===== src/rtl/nqcpu_pkg.sv =====
// nqcpu_pkg: shared types and constants for the register-file write side.
//   REG_BANK   - destination index of the bank register (GPRs are 0-7)
//   NUM_WREGS  - number of writable destinations tracked (GPR0-7 + bank)
//   wb_req_t   - one register-file write: dest, data, high/low byte strobes
//   wb_gnt_e   - which source owns the write port in a given cycle
package nqcpu_pkg;

  localparam logic [3:0]  REG_BANK  = 4'h8;
  localparam int unsigned NUM_WREGS = 9;

  typedef struct packed {
    logic [3:0]  dest;
    logic [15:0] data;
    logic        hb;
    logic        lb;
  } wb_req_t;

  typedef enum logic [1:0] {
    GNT_NONE,
    GNT_ALU,
    GNT_LOAD
  } wb_gnt_e;

  // True for any destination that exists in the register file.
  function automatic logic dest_in_range(input logic [3:0] d);
    return d <= REG_BANK;
  endfunction

endpackage


===== src/rtl/wb_fifo.sv =====
// wb_fifo: small load-return FIFO of wb_req_t entries.
//   clk_i    - clock, rising edge
//   rst_ni   - asynchronous active-low reset, empties the FIFO
//   push_i   - write data_i; accepted when not full, or when full and popping
//   data_i   - entry to push
//   pop_i    - drop the head entry (ignored when empty)
//   full_o   - all DEPTH entries occupied
//   empty_o  - no entries
//   head_o   - oldest entry, read straight from the storage registers
module wb_fifo
  import nqcpu_pkg::*;
#(
  parameter int unsigned DEPTH = 2
) (
  input  logic    clk_i,
  input  logic    rst_ni,
  input  logic    push_i,
  input  wb_req_t data_i,
  input  logic    pop_i,
  output logic    full_o,
  output logic    empty_o,
  output wb_req_t head_o
);

  localparam int unsigned AW = (DEPTH > 1) ? $clog2(DEPTH) : 1;

  wb_req_t        mem_q [DEPTH];
  logic [AW:0]    wr_ptr_q, wr_ptr_d;
  logic [AW:0]    rd_ptr_q, rd_ptr_d;
  logic           do_push, do_pop;

  // Pointers carry one extra wrap bit so full and empty are distinguishable.
  assign empty_o = (wr_ptr_q == rd_ptr_q);
  assign full_o  = (wr_ptr_q[AW] != rd_ptr_q[AW]) &&
                   (wr_ptr_q[AW-1:0] == rd_ptr_q[AW-1:0]);

  assign do_pop  = pop_i & ~empty_o;
  // A pop in the same cycle frees the slot the push needs.
  assign do_push = push_i & (~full_o | do_pop);

  assign head_o  = mem_q[rd_ptr_q[AW-1:0]];

  always_comb begin
    wr_ptr_d = wr_ptr_q;
    rd_ptr_d = rd_ptr_q;
    if (do_push) wr_ptr_d = wr_ptr_q + 1'b1;
    if (do_pop)  rd_ptr_d = rd_ptr_q + 1'b1;
  end

  always_ff @(posedge clk_i or negedge rst_ni) begin
    if (!rst_ni) begin
      wr_ptr_q <= '0;
      rd_ptr_q <= '0;
      for (int unsigned i = 0; i < DEPTH; i++) begin
        mem_q[i] <= '0;
      end
    end else begin
      wr_ptr_q <= wr_ptr_d;
      rd_ptr_q <= rd_ptr_d;
      if (do_push) mem_q[wr_ptr_q[AW-1:0]] <= data_i;
    end
  end

endmodule


===== src/rtl/regfile_wb_arbiter.sv =====
// regfile_wb_arbiter: owns the single regFile write port and shares it
// between ALU writeback and buffered memory load returns, and tracks which
// destinations have a load outstanding so decode can stall on them.
//   clk, reset_n              - clock; asynchronous active-low reset
//   alu_valid/ready/dest/data/hb/lb
//                             - ALU writeback request; ready is combinational
//                               and means the request is taken at this edge
//   mem_valid/dest/data/hb/lb - load return, always pushed into the FIFO
//   ld_issue, ld_dest         - load sent to memory; dest becomes pending
//   chk_a, chk_b, chk_dest    - decode operands checked against pending loads
//   stall                     - decode hazard (combinational)
//   rf_we/dest/data/hb/lb     - registered write to regFile
//   lq_overflow               - sticky: a load return was dropped
//   ld_err                    - sticky: load issued to a pending or bad dest
module regfile_wb_arbiter
  import nqcpu_pkg::*;
#(
  parameter int unsigned LQ_DEPTH     = 2,
  parameter int unsigned STARVE_LIMIT = 2
) (
  input  logic        clk,
  input  logic        reset_n,
  input  logic        alu_valid,
  output logic        alu_ready,
  input  logic [3:0]  alu_dest,
  input  logic [15:0] alu_data,
  input  logic        alu_hb,
  input  logic        alu_lb,
  input  logic        mem_valid,
  input  logic [3:0]  mem_dest,
  input  logic [15:0] mem_data,
  input  logic        mem_hb,
  input  logic        mem_lb,
  input  logic        ld_issue,
  input  logic [3:0]  ld_dest,
  input  logic [2:0]  chk_a,
  input  logic [2:0]  chk_b,
  input  logic [3:0]  chk_dest,
  output logic        stall,
  output logic        rf_we,
  output logic [3:0]  rf_dest,
  output logic [15:0] rf_data,
  output logic        rf_hb,
  output logic        rf_lb,
  output logic        lq_overflow,
  output logic        ld_err
);

  // Counter must be able to hold STARVE_LIMIT itself (and never be 0 wide).
  localparam int unsigned SW = $clog2(STARVE_LIMIT + 2);
  localparam logic [SW-1:0] STARVE_MAX = SW'(STARVE_LIMIT);

  wb_req_t              alu_req, mem_req, lq_head, wr_req;
  logic                 lq_full, lq_empty, lq_pop;
  wb_gnt_e              gnt;

  logic [SW-1:0]        starve_q, starve_d;
  logic [NUM_WREGS-1:0] pending_q, pending_d;
  logic                 lq_overflow_q, lq_overflow_d;
  logic                 ld_err_q, ld_err_d;
  logic                 rf_we_q;
  wb_req_t              rf_q;

  assign alu_req = '{dest: alu_dest, data: alu_data, hb: alu_hb, lb: alu_lb};
  assign mem_req = '{dest: mem_dest, data: mem_data, hb: mem_hb, lb: mem_lb};

  wb_fifo #(
    .DEPTH(LQ_DEPTH)
  ) u_lq (
    .clk_i   (clk),
    .rst_ni  (reset_n),
    .push_i  (mem_valid),
    .data_i  (mem_req),
    .pop_i   (lq_pop),
    .full_o  (lq_full),
    .empty_o (lq_empty),
    .head_o  (lq_head)
  );

  // Loads win because they cannot be back-pressured; the ALU only breaks in
  // once it has watched STARVE_LIMIT load grants go by.
  always_comb begin
    gnt = GNT_NONE;
    if (alu_valid && (lq_empty || (starve_q == STARVE_MAX))) begin
      gnt = GNT_ALU;
    end else if (!lq_empty) begin
      gnt = GNT_LOAD;
    end
  end

  assign alu_ready = (gnt == GNT_ALU);
  assign lq_pop    = (gnt == GNT_LOAD);
  assign wr_req    = (gnt == GNT_ALU) ? alu_req : lq_head;

  always_comb begin
    starve_d = starve_q;
    if ((gnt == GNT_LOAD) && alu_valid) begin
      starve_d = starve_q + 1'b1;
    end else if ((gnt == GNT_ALU) || !alu_valid) begin
      starve_d = '0;
    end
  end

  assign lq_overflow_d = lq_overflow_q | (mem_valid & lq_full & ~lq_pop);

  // Clear from the retiring load is applied first so a same-edge issue to
  // the same dest leaves it pending. The error check uses the old state.
  always_comb begin
    pending_d = pending_q;
    ld_err_d  = ld_err_q;
    if ((gnt == GNT_LOAD) && dest_in_range(lq_head.dest)) begin
      pending_d[lq_head.dest] = 1'b0;
    end
    if (ld_issue) begin
      if (!dest_in_range(ld_dest)) begin
        ld_err_d = 1'b1;
      end else begin
        if (pending_q[ld_dest]) ld_err_d = 1'b1;
        pending_d[ld_dest] = 1'b1;
      end
    end
  end

  assign stall = pending_q[{1'b0, chk_a}] |
                 pending_q[{1'b0, chk_b}] |
                 (dest_in_range(chk_dest) & pending_q[chk_dest]);

  always_ff @(posedge clk or negedge reset_n) begin
    if (!reset_n) begin
      starve_q      <= '0;
      pending_q     <= '0;
      lq_overflow_q <= 1'b0;
      ld_err_q      <= 1'b0;
      rf_we_q       <= 1'b0;
      rf_q          <= '0;
    end else begin
      starve_q      <= starve_d;
      pending_q     <= pending_d;
      lq_overflow_q <= lq_overflow_d;
      ld_err_q      <= ld_err_d;
      rf_we_q       <= (gnt != GNT_NONE);
      // Write fields hold their last value when the port is idle.
      if (gnt != GNT_NONE) rf_q <= wr_req;
    end
  end

  assign rf_we       = rf_we_q;
  assign rf_dest     = rf_q.dest;
  assign rf_data     = rf_q.data;
  assign rf_hb       = rf_q.hb;
  assign rf_lb       = rf_q.lb;
  assign lq_overflow = lq_overflow_q;
  assign ld_err      = ld_err_q;

endmodule


===== config.mk =====
export PLATFORM = sky130hd
export DESIGN_NAME = regfile_wb_arbiter
export DESIGN_NICKNAME = d
export VERILOG_FILES = /design/src/rtl/nqcpu_pkg.sv /design/src/rtl/wb_fifo.sv /design/src/rtl/regfile_wb_arbiter.sv
export SDC_FILE = /design/constraint.sdc
export NUM_CORES = 1
export LEC_CHECK = 0
export CELL_PAD_IN_SITES_DETAIL_PLACEMENT = 0
export CELL_PAD_IN_SITES_GLOBAL_PLACEMENT = 1
export CORE_MARGIN = 2
export CORE_UTILIZATION = 38
export CTS_BUF_LIST = sky130_fd_sc_hd__clkbuf_8
export CTS_CLUSTER_SIZE = 16
export DETAILED_ROUTE_END_ITERATION = 8
export HOLD_SLACK_MARGIN = 0.1
export PLACE_DENSITY_LB_ADDON = 0.1
export SYNTH_ARGS = -nofsm -noshare
export SYNTH_HDL_FRONTEND = slang
export SYNTH_SLANG_ARGS = --single-unit
export TNS_END_PERCENT = 10

===== constraint.sdc =====
create_clock -name clk -period 1.7 [get_ports clk]
set_clock_uncertainty 0.05 [all_clocks]
set_input_delay 0.255 -clock clk [delete_from_list [all_inputs] [get_ports clk]]
set_output_delay 0.255 -clock clk [all_outputs]
set_load 0.1 [all_outputs]

; Yosys cells after proc, flatten, opt, wreduce, memory -nomap -nowiden
; Index checks and enable logic that the tools add are counted.
[word_totals]
elab_cells = 100
output_inout_bits = 27
ff_bits = 84
inputBits = 63
[classes]
mux = 28
bitwise = 17
n_lt_le_gt_ge = 13
add_sub_neg = 3
eq_ne = 7
n_reduce_logical = 13
[ops]
columns = cell, n
row1 = 22-bit two-way mux, 5
row2 = 44-bit bitwise mux, 1
row3 = 9-bit two-way mux, 3
row4 = 22-bit demux with 1-bit select, 1
row5 = 4-bit by 5-bit less-than comparator with 1-bit output (second input constant), 3
row6 = 4-bit less-or-equal comparator (second input constant), 3
row7 = 3-bit by 5-bit less-than comparator with 1-bit output (second input constant), 2
row8 = 9-bit AND, 1
row9 = 9-bit NOT, 1
row10 = 9-bit OR, 1
row11 = 1-bit binary-select mux with 4-bit select, 2
row12 = 1-bit demux with 4-bit select, 2
row13 = 4-bit by 1-bit >= comparator with 1-bit output (second input constant), 2
row14 = 1-bit two-way mux, 8
row15 = 2-bit two-way mux, 4
row16 = 1-bit logical AND, 7
row17 = 2-bit by 1-bit adder with 2-bit output (second input constant), 3
row18 = 1-bit binary-select mux with 3-bit select, 2
row19 = 1-bit AND, 5
row20 = 2-bit == test (second input constant), 2
row21 = 2-bit >= comparator (second input constant), 2
row22 = 1-bit NOT with 2-bit output, 2
row23 = 1-bit OR, 4
row24 = 2-bit nonzero test, 2
row25 = 10 further kinds, 13

; Logic depth before layout (Yosys ltp)
; Gate-level depths: netlist of run 1.
[logic_depth]
word_depth = 14
ltp_mapped = 8

; Hierarchy
; A second synthesis of run 1 with hierarchy kept.
[hier_totals]
cells_unflattened = 355
hier_area_um2 = 4420.5
[by_module_without_submodules]
columns = module, cells_per_inst, n_inst, area_each_um2, seq_area_each_um2
row1 = wb_fifo, 148, 1, 2319.7, 1201.2
row2 = regfile_wb_arbiter, 207, 1, 2100.8, 900.9

; Worst setup path after synthesis of run 1
; No wires, ideal clock.
[synth_path]
kind = flip-flop to output port
from = register pending_q[7]
to = output stall
n_path_buf = 0
required_ns = 1.395
stages_incl_launch_ff = 5
setup_slack_ns = -0.453
arrival_time_ns = 1.848
cell_sequence = dfrtp_1 > mux4_2 > mux2i_1 > and3_1 > nand3_1
[synth_via]
elab_chain_cells = 4
[synth_rtl]
columns = item, line_no
row1 = from (decl), regfile_wb_arbiter.sv:58  ; logic [NUM_WREGS-1:0] pending_q, pending_d;
row2 = from (signal assigned), regfile_wb_arbiter.sv:138  ; pending_q <= pending_d;
row3 = 1-bit binary-select mux with 4-bit select (tied with other cells), regfile_wb_arbiter.sv:126  ; (dest_in_range(chk_dest) & pending_q[chk_dest]);
row4 = 1-bit two-way mux (on tied branches), "regfile_wb_arbiter.sv:126, regfile_wb_arbiter.sv:124, regfile_wb_arbiter.sv:125"
row5 = 1-bit AND or 1-bit OR (tied branches), "regfile_wb_arbiter.sv:126, regfile_wb_arbiter.sv:124"
row6 = 1-bit OR *, regfile_wb_arbiter.sv:125  ; pending_q[{1'b0, chk_b}] |
row7 = to (decl), regfile_wb_arbiter.sv:39  ; output logic stall,
; Every way passes the cells marked *; elsewhere a longest branch is shown, timed or not. The select of a mux whose other input is x is not followed.

; Final worst setup path of run 1
[layout_path]
from = register pending_q[4]
to = output stall
; Same word-level chain as after synthesis.

==> results of run 1 <==
-- cell type report --
cell class              count  area share, %
flip-flops and latches     84           31.1
repair buffers            162           28.1
well taps                 140           2.58
clock buffers               9           1.83
clock inverters             5          0.461
multi-input cells         237           35.7
inverters                   3          0.221
-- worst max-delay path by stage --
stage | start | end | slack [ns] | cells past startpoint
final | pending_q[4] | stall | -0.48 | 5
after global routing | pending_q[6] | stall | -0.55 | 5
after CTS | pending_q[6] | stall | -0.51 | 5
after detailed placement | chk_b[1] | stall | -0.52 | 6
after global placement | chk_b[1] | stall | -0.50 | 6
after floorplan | u_lq.rd_ptr_q[1] | alu_ready | -0.14 | 5
-- per-layer routing --
metal / global-route usage [%] / vias up
li1: - / 1613
met1: 29.9 / 1796
met2: 34.4 / 87
met3: 4.23 / 12
met4: 6.07 / 0
met5: 0 / -
-- Yosys cell counts, drive strengths merged, types with 3 or more instances --
cell / count
a211o: 19
a21oi: 22
buf: 14
clkbuf: 11
dfrtp: 84
inv: 3
mux2: 47
mux2i: 26
mux4: 8
nand2: 35
nand3: 5
nand3b: 3
nor2: 4
nor3: 4
o21ai: 17
o221a: 22
o31ai: 3
xnor2: 5
-- power by group through the flow --
stage,combinational [µW],sequential [µW],clock [µW]
floorplan,4110,5510,0
global placement,9470,3700,0
detailed placement,9590,3740,0
CTS,10700,3740,1240
global route,11700,3900,1350
finish,11100,3790,1200
-- timing repair --
item | in CTS | in global routing
setup endpoints to repair | 74 | 79
buffers inserted | 14 | 3
pin swaps | 11 | 15
gates resized for setup | 75 | 25
hold endpoints to repair | 32 | 0
cloned | 1 | 0
hold buffers | 1 | 0
-- sequential cells by signal (all words and copies together) (netlist names) --
name,cells
rf_data,16
u_lq.mem_q,44
rf_lb,1
rf_we,1
u_lq.rd_ptr_q,2
starve_q,2
lq_overflow,1
pending_q,9
rf_hb,1
rf_dest,4
u_lq.wr_ptr_q,2
ld_err,1
-- critical path, stage by stage, from the launching register on --
cell	delay, ns
dfrtp_1	0.45
mux4_2	0.47
mux2i_1	0.14
and3_1	0.21
nand3_4	0.08
buf_12	0.18
-- per-stage QoR --
stage	total power (µW)	utilization, %	hold WS, ns
5_1_grt	17000	62.0	0.370
3_3_place_gp	13200	55.2	0.183
6_report	16100	62.0	0.353
2_1_floorplan	9620	-	-0.0906
4_1_cts	15700	60.9	0.346
3_5_place_dp	13300	55.2	0.191
-- cells in the final DEF (no fill, tap or decap), drive strengths merged --
cell type and n:
dlygate4sd3 1, nor2 4, nand3b 3, a21oi 22, clkbuf 9, mux4 8, inv 2, o2111ai 2
nand3 5, o41ai 1, a211o 19, mux2 47, nand2b 2, xor2 2, nand2 35, ha 1
o221a 22, mux2i 26, xnor2 5, o31a 1, or3b 1, o211ai 1, o221ai 1, a31oi 1
clkdlybuf4s50 60, dfrtp 84, and3 1, buf 100, clkinvlp 2, dlygate4sd2 1, or2 1, clkinv 4
o21ai 17, or3 1, a21o 1, o31ai 3, nor3 4
-- cell families (layout without fill, tap and decap cells) --
group,count (synthesis),count (layout),synth area share (%)
AOI/OAI and AO/OA,91,91,16.4
buffers and inverters,28,179,3.59
muxes,81,81,23.0
xor gates and xnor gates,7,7,1.61
adders and majority gates,1,1,0.292
DFF,84,84,49.1
and+or+nand+nor,57,57,6.02
==> results.yml, run 1 <==
route:
  post_drt_wl_per_cell_um: 19.1
  dr.first_iter.drc_count: 226
  routed_wl_um: 12200
  viasPerCell: 5.48
  drcViolationCount: 0
  met2_length_um: 5870
  wl_met1_um: 5580
  route.met3.wl_um: 606
  vias: 3508
  ant_nets: 0
  highest_layer: "met4"
  drt-pass1-iter-count: 4
worst_setup_path:
  timing.rr.start: "u_lq.wr_ptr_q[1]"
  critPathKind: "register to primary output"
  end_kind: "primary output"
  r2r_end: "u_lq.mem_q[41]"
  cp.arrival_ns: 1.88
  start_kind: "register"
  required_ns: 1.39
  worst_r2r_path_depth: 6
  path_max_fanout: 5
  r2r_slack_ns: -0.15
job:
  maxCapViolCount: 0
synthesis:
  synth_area_leader_cell: "dfrtp_1"
  synth_seq_area_share_pct: 49.1
  netlist_area_mm2: 0.00428
  ys_async_sr_fraction_pct: 100
  avgSynthCellArea_um2: 12.3
  synth_cells: 349
  synth-seq-cells: 84
  syn_nets: 413
  synth_cell_type_count: 38
  synth_top_area_share_pct: 49.1
  yosysWarnings: 0
  synth-main-ff-cell: "dfrtp_1"
  synth_edf_count: 0
  synth_area_leaders: "dfrtp_1 49%, mux2_2 11%, mux2i_1 6.1%"
cells_and_area:
  instances_no_fill: 640
  final_area_mm2: 0.00678
  diodes: 0
  multi_input_area_mm2: 0.00242
  areaGrowthSynthToFinish_pct: 58.4
  layout.area.seq_mm2: 0.00211
  fill_cells: 907
  layout.nets: 561
  drive_above_1_share_pct: 45.2
pwr:
  p_int_uw: 8790
  power_frac_seq_pct: 23.5
  power_density_mw_per_mm2: 2380
  p_leak_uw: 0.00305
  ir_drop_uv: 1340
  clockPowerShare_pct: 7.4
  p_switching_uw: 7330
  pwr-share-comb_pct: 69.0
  switching_share_pct: 45.5
clock_network:
  clock-root-buffer: "clkbuf_8"
  cts_tree: "done"
  clock_latency_ns: 0.34
  cts.reportedPaths.clkPinSlew_ns: 0.08
  cts_buffer_depth: 2
  htreeDepth: 3
  cts.sinks: 84
  cts_buffers: 9
die:
  dieArea_mm2: 0.0121
  die_h_um: 110
  die_x_um: 110
  fp-row-count: 38
  start_util_pct: 39.2
  ioPinCount: 90
  core-area_mm2: 0.0109
sta:
  fin_crit_sh_pct: 128
  setup_tns_ns: -6.90
  rsz0062_at_grt: "true"
  maxSlewViolCount: 0
  fmax_ghz: 0.458
  slew_headroom_pct: 69.6
  hold_viol: 0
  fin_crit_ns: 2.18
  setup-violations-final: 72
  worst_pin_slew_ns: 0.455
  fin_ws_ns: -0.483
global_routing:
  track_usage_pct: 21.5
  grt_antenna_before_repair: 0
  grt_start_max_net_pins: 37
  first_global_vias: 3750
  grt_overflow: 0
  grt_pass1_wl_um: 19800
place:
  place_hpwl_um: 8220
  routabilityCongestion: 0.842
  dpl_cell_area_mm2: 0.00604
  post-place-ws_ns: -0.520
  placed_cells: 607
  port_buffers: 89
worst_hold_path:
  hold_path_class: "input port to asynchronous set/reset pin"
outcome:
  status: "finished, violations left"
  violations: "setup timing"
No activity file was read; power rests on OpenSTA's default activity.
==> run 2: changes to the inputs <==
--- a/config.mk
+++ b/config.mk
@@ -7,7 +7,7 @@
 export LEC_CHECK = 0
 export CELL_PAD_IN_SITES_DETAIL_PLACEMENT = 0
 export CELL_PAD_IN_SITES_GLOBAL_PLACEMENT = 1
-export CORE_MARGIN = 2
+export CORE_MARGIN = 3
 export CORE_UTILIZATION = 38
 export CTS_BUF_LIST = sky130_fd_sc_hd__clkbuf_8
 export CTS_CLUSTER_SIZE = 16
==> results.yml, run 2 (synthesized netlist as in run 1, its figures left out) <==
route:
  viasPerCell: 5.52
  drcViolationCount: 0
  routed_wl_um: 12000
  dr.first_iter.drc_count: 135
  post_drt_wl_per_cell_um: 18.7
  vias: 3555
  ant_nets: 0
  drt-pass1-iter-count: 6
die:
  die_h_um: 112
  die_x_um: 112
  core-area_mm2: 0.0109
  fp-row-count: 38
  dieArea_mm2: 0.0126
  ioPinCount: 90
  start_util_pct: 39.2
pwr:
  power_frac_seq_pct: 22.8
  power_density_mw_per_mm2: 2390
  p_int_uw: 9220
  ir_drop_uv: 1600
  switching_share_pct: 44.3
  pwr-share-comb_pct: 67.7
  clockPowerShare_pct: 9.5
  p_switching_uw: 7330
  p_leak_uw: 0.00314
global_routing:
  grt_antenna_before_repair: 0
  grt_start_max_net_pins: 85
  track_usage_pct: 18.8
  first_global_vias: 3693
  grt_overflow: 0
  grt_pass1_wl_um: 19000
worst_hold_path:
  hold_path_class: "register to register"
  holdPathStages: 1
sta:
  slew_headroom_pct: 69.3
  hold_viol: 0
  setup-violations-final: 68
  fin_ws_ns: -0.480
  rsz0062_at_grt: "true"
  fin_crit_sh_pct: 128
  maxSlewViolCount: 0
  worst_pin_slew_ns: 0.461
  fmax_ghz: 0.459
  whs_ns: 0.374
  fin_crit_ns: 2.18
worst_setup_path:
  cp.arrival_ns: 1.88
  path_max_fanout: 5
  critPathTopFamily: "multiplexers"
  end_kind: "primary output"
  worst_r2r_path_depth: 6
  cpMaxStageDelayCell: "mux4_2"
  slowest_delay_ns: 0.47
  start_kind: "register"
  required_ns: 1.39
  critPathKind: "register to primary output"
  crit_chain: "mux4_2 -> mux2i_1 -> and3_1 -> nand3_4 -> buf_12"
  path_depth: 5
  critPathBufInv: 1
place:
  place_hpwl_um: 7870
  port_buffers: 89
  routabilityCongestion: 0.870
clock_network:
  clock_latency_ns: 0.35
  cts_buffer_depth: 2
  cts.sinks: 84
  clock-root-buffer: "clkbuf_8"
  cts.reportedPaths.clkPinSlew_ns: 0.07
  cts_buffers: 9
  htreeDepth: 3
  cts_tree: "done"
cells_and_area:
  areaGrowthSynthToFinish_pct: 61.7
  largest_reg_flops: 44
  diodes: 0
  final_common_cell: "dfrtp_1"
  fill_cells: 863
  mostFrequentLayoutCells: "77 x dfrtp_1, 60 x clkdlybuf4s50_1, 54 x buf_4"
  drive_above_1_share_pct: 44.0
  top_register: "u_lq.mem_q"
  fin_util_pct: 63.3
  layout.nets: 564
outcome:
  violations: "setup timing"
  status: "finished, violations left"
job:
  maxCapViolCount: 0
-- run 2: changes by cell type in the layout (fill, tap and decap cells not counted), moves of 3 or more --
cell,delta
o221a_4,+9
o221a_2,-9
mux2_2,-3
o21ai_0,-10
mux2i_2,-7
mux2i_1,+7
buf_8,-4
mux2_4,+3
buf_4,+7
o21ai_1,+9
-- run 2: repair_timing --
action,4_1_cts,5_1_grt
buffers inserted,1,7
gates cloned,2,1
hold endpoints to repair,84,0
hold buffers,1,0
pin swaps,2,14
gates resized for setup,11,101
endpoints found under the setup margin,77,78
-- run 2: worst reg2reg max path, stage by stage (launching register included) --
cell,delay (ns)
dfrtp_2,0.45
xor2_4,0.20
buf_6,0.14
o31ai_4,0.19
or2_4,0.26
clkbuf_16,0.19
mux2_4,0.30
-- run 2: routing by layer --
layer / global-route usage, % / share of wire [%]
met5: 0 / 0
met4: 4.57 / 1.1
met3: 4.80 / 5.4
met1: 25.6 / 46
met2: 30.4 / 48
-- run 2: worst paths after layout --
path,to,from,slack [ns]
worst max-delay path,stall,pending_q[7],-0.48
worst min-delay path,starve_q[0],starve_q[0],0.37
worst max register to register,u_lq.mem_q[23],u_lq.wr_ptr_q[0],-0.19
worst min register to register,starve_q[0],starve_q[0],0.37
max in group asynchronous,pending_q[7],reset_n,0.80
min in group asynchronous,rf_data[0],reset_n,0.41
-- run 2: through the flow --
step	cell area (µm²)	worst slack (ns)	std cells	TNS (ns)	total power (µW)
floorplan	4350	-0.144	349	-5.49	9620
global placement	6080	-0.492	618	-18.91	13200
detailed placement	6080	-0.526	618	-20.05	13300
CTS	6400	-0.511	637	-5.43	15100
global route	6920	-0.594	644	-11.76	17400
finish	6920	-0.480	644	-6.90	16500
-- run 2: power groups by stage --
| stage | logic (µW) | registers (µW) | clock network, µW |
|---|---|---|---|
| after floorplan | 4110 | 5510 | 0 |
| after global placement | 9520 | 3720 | 0 |
| after detailed placement | 9590 | 3730 | 0 |
| after CTS | 9780 | 3700 | 1610 |
| after global routing | 11800 | 3890 | 1710 |
| final | 11200 | 3780 | 1570 |
-- run 2: layout make-up --
type                       count  area, µm²  area share, %
tap                          140        175           2.53
clock inverter                 5       77.6           1.12
sequential                    84       2110           30.5
timing repair buffer         165       1910           27.6
multi-input combinational    237       2490           36.0
clock buffer                  10        138           1.99
inverter                       3       15.0          0.217
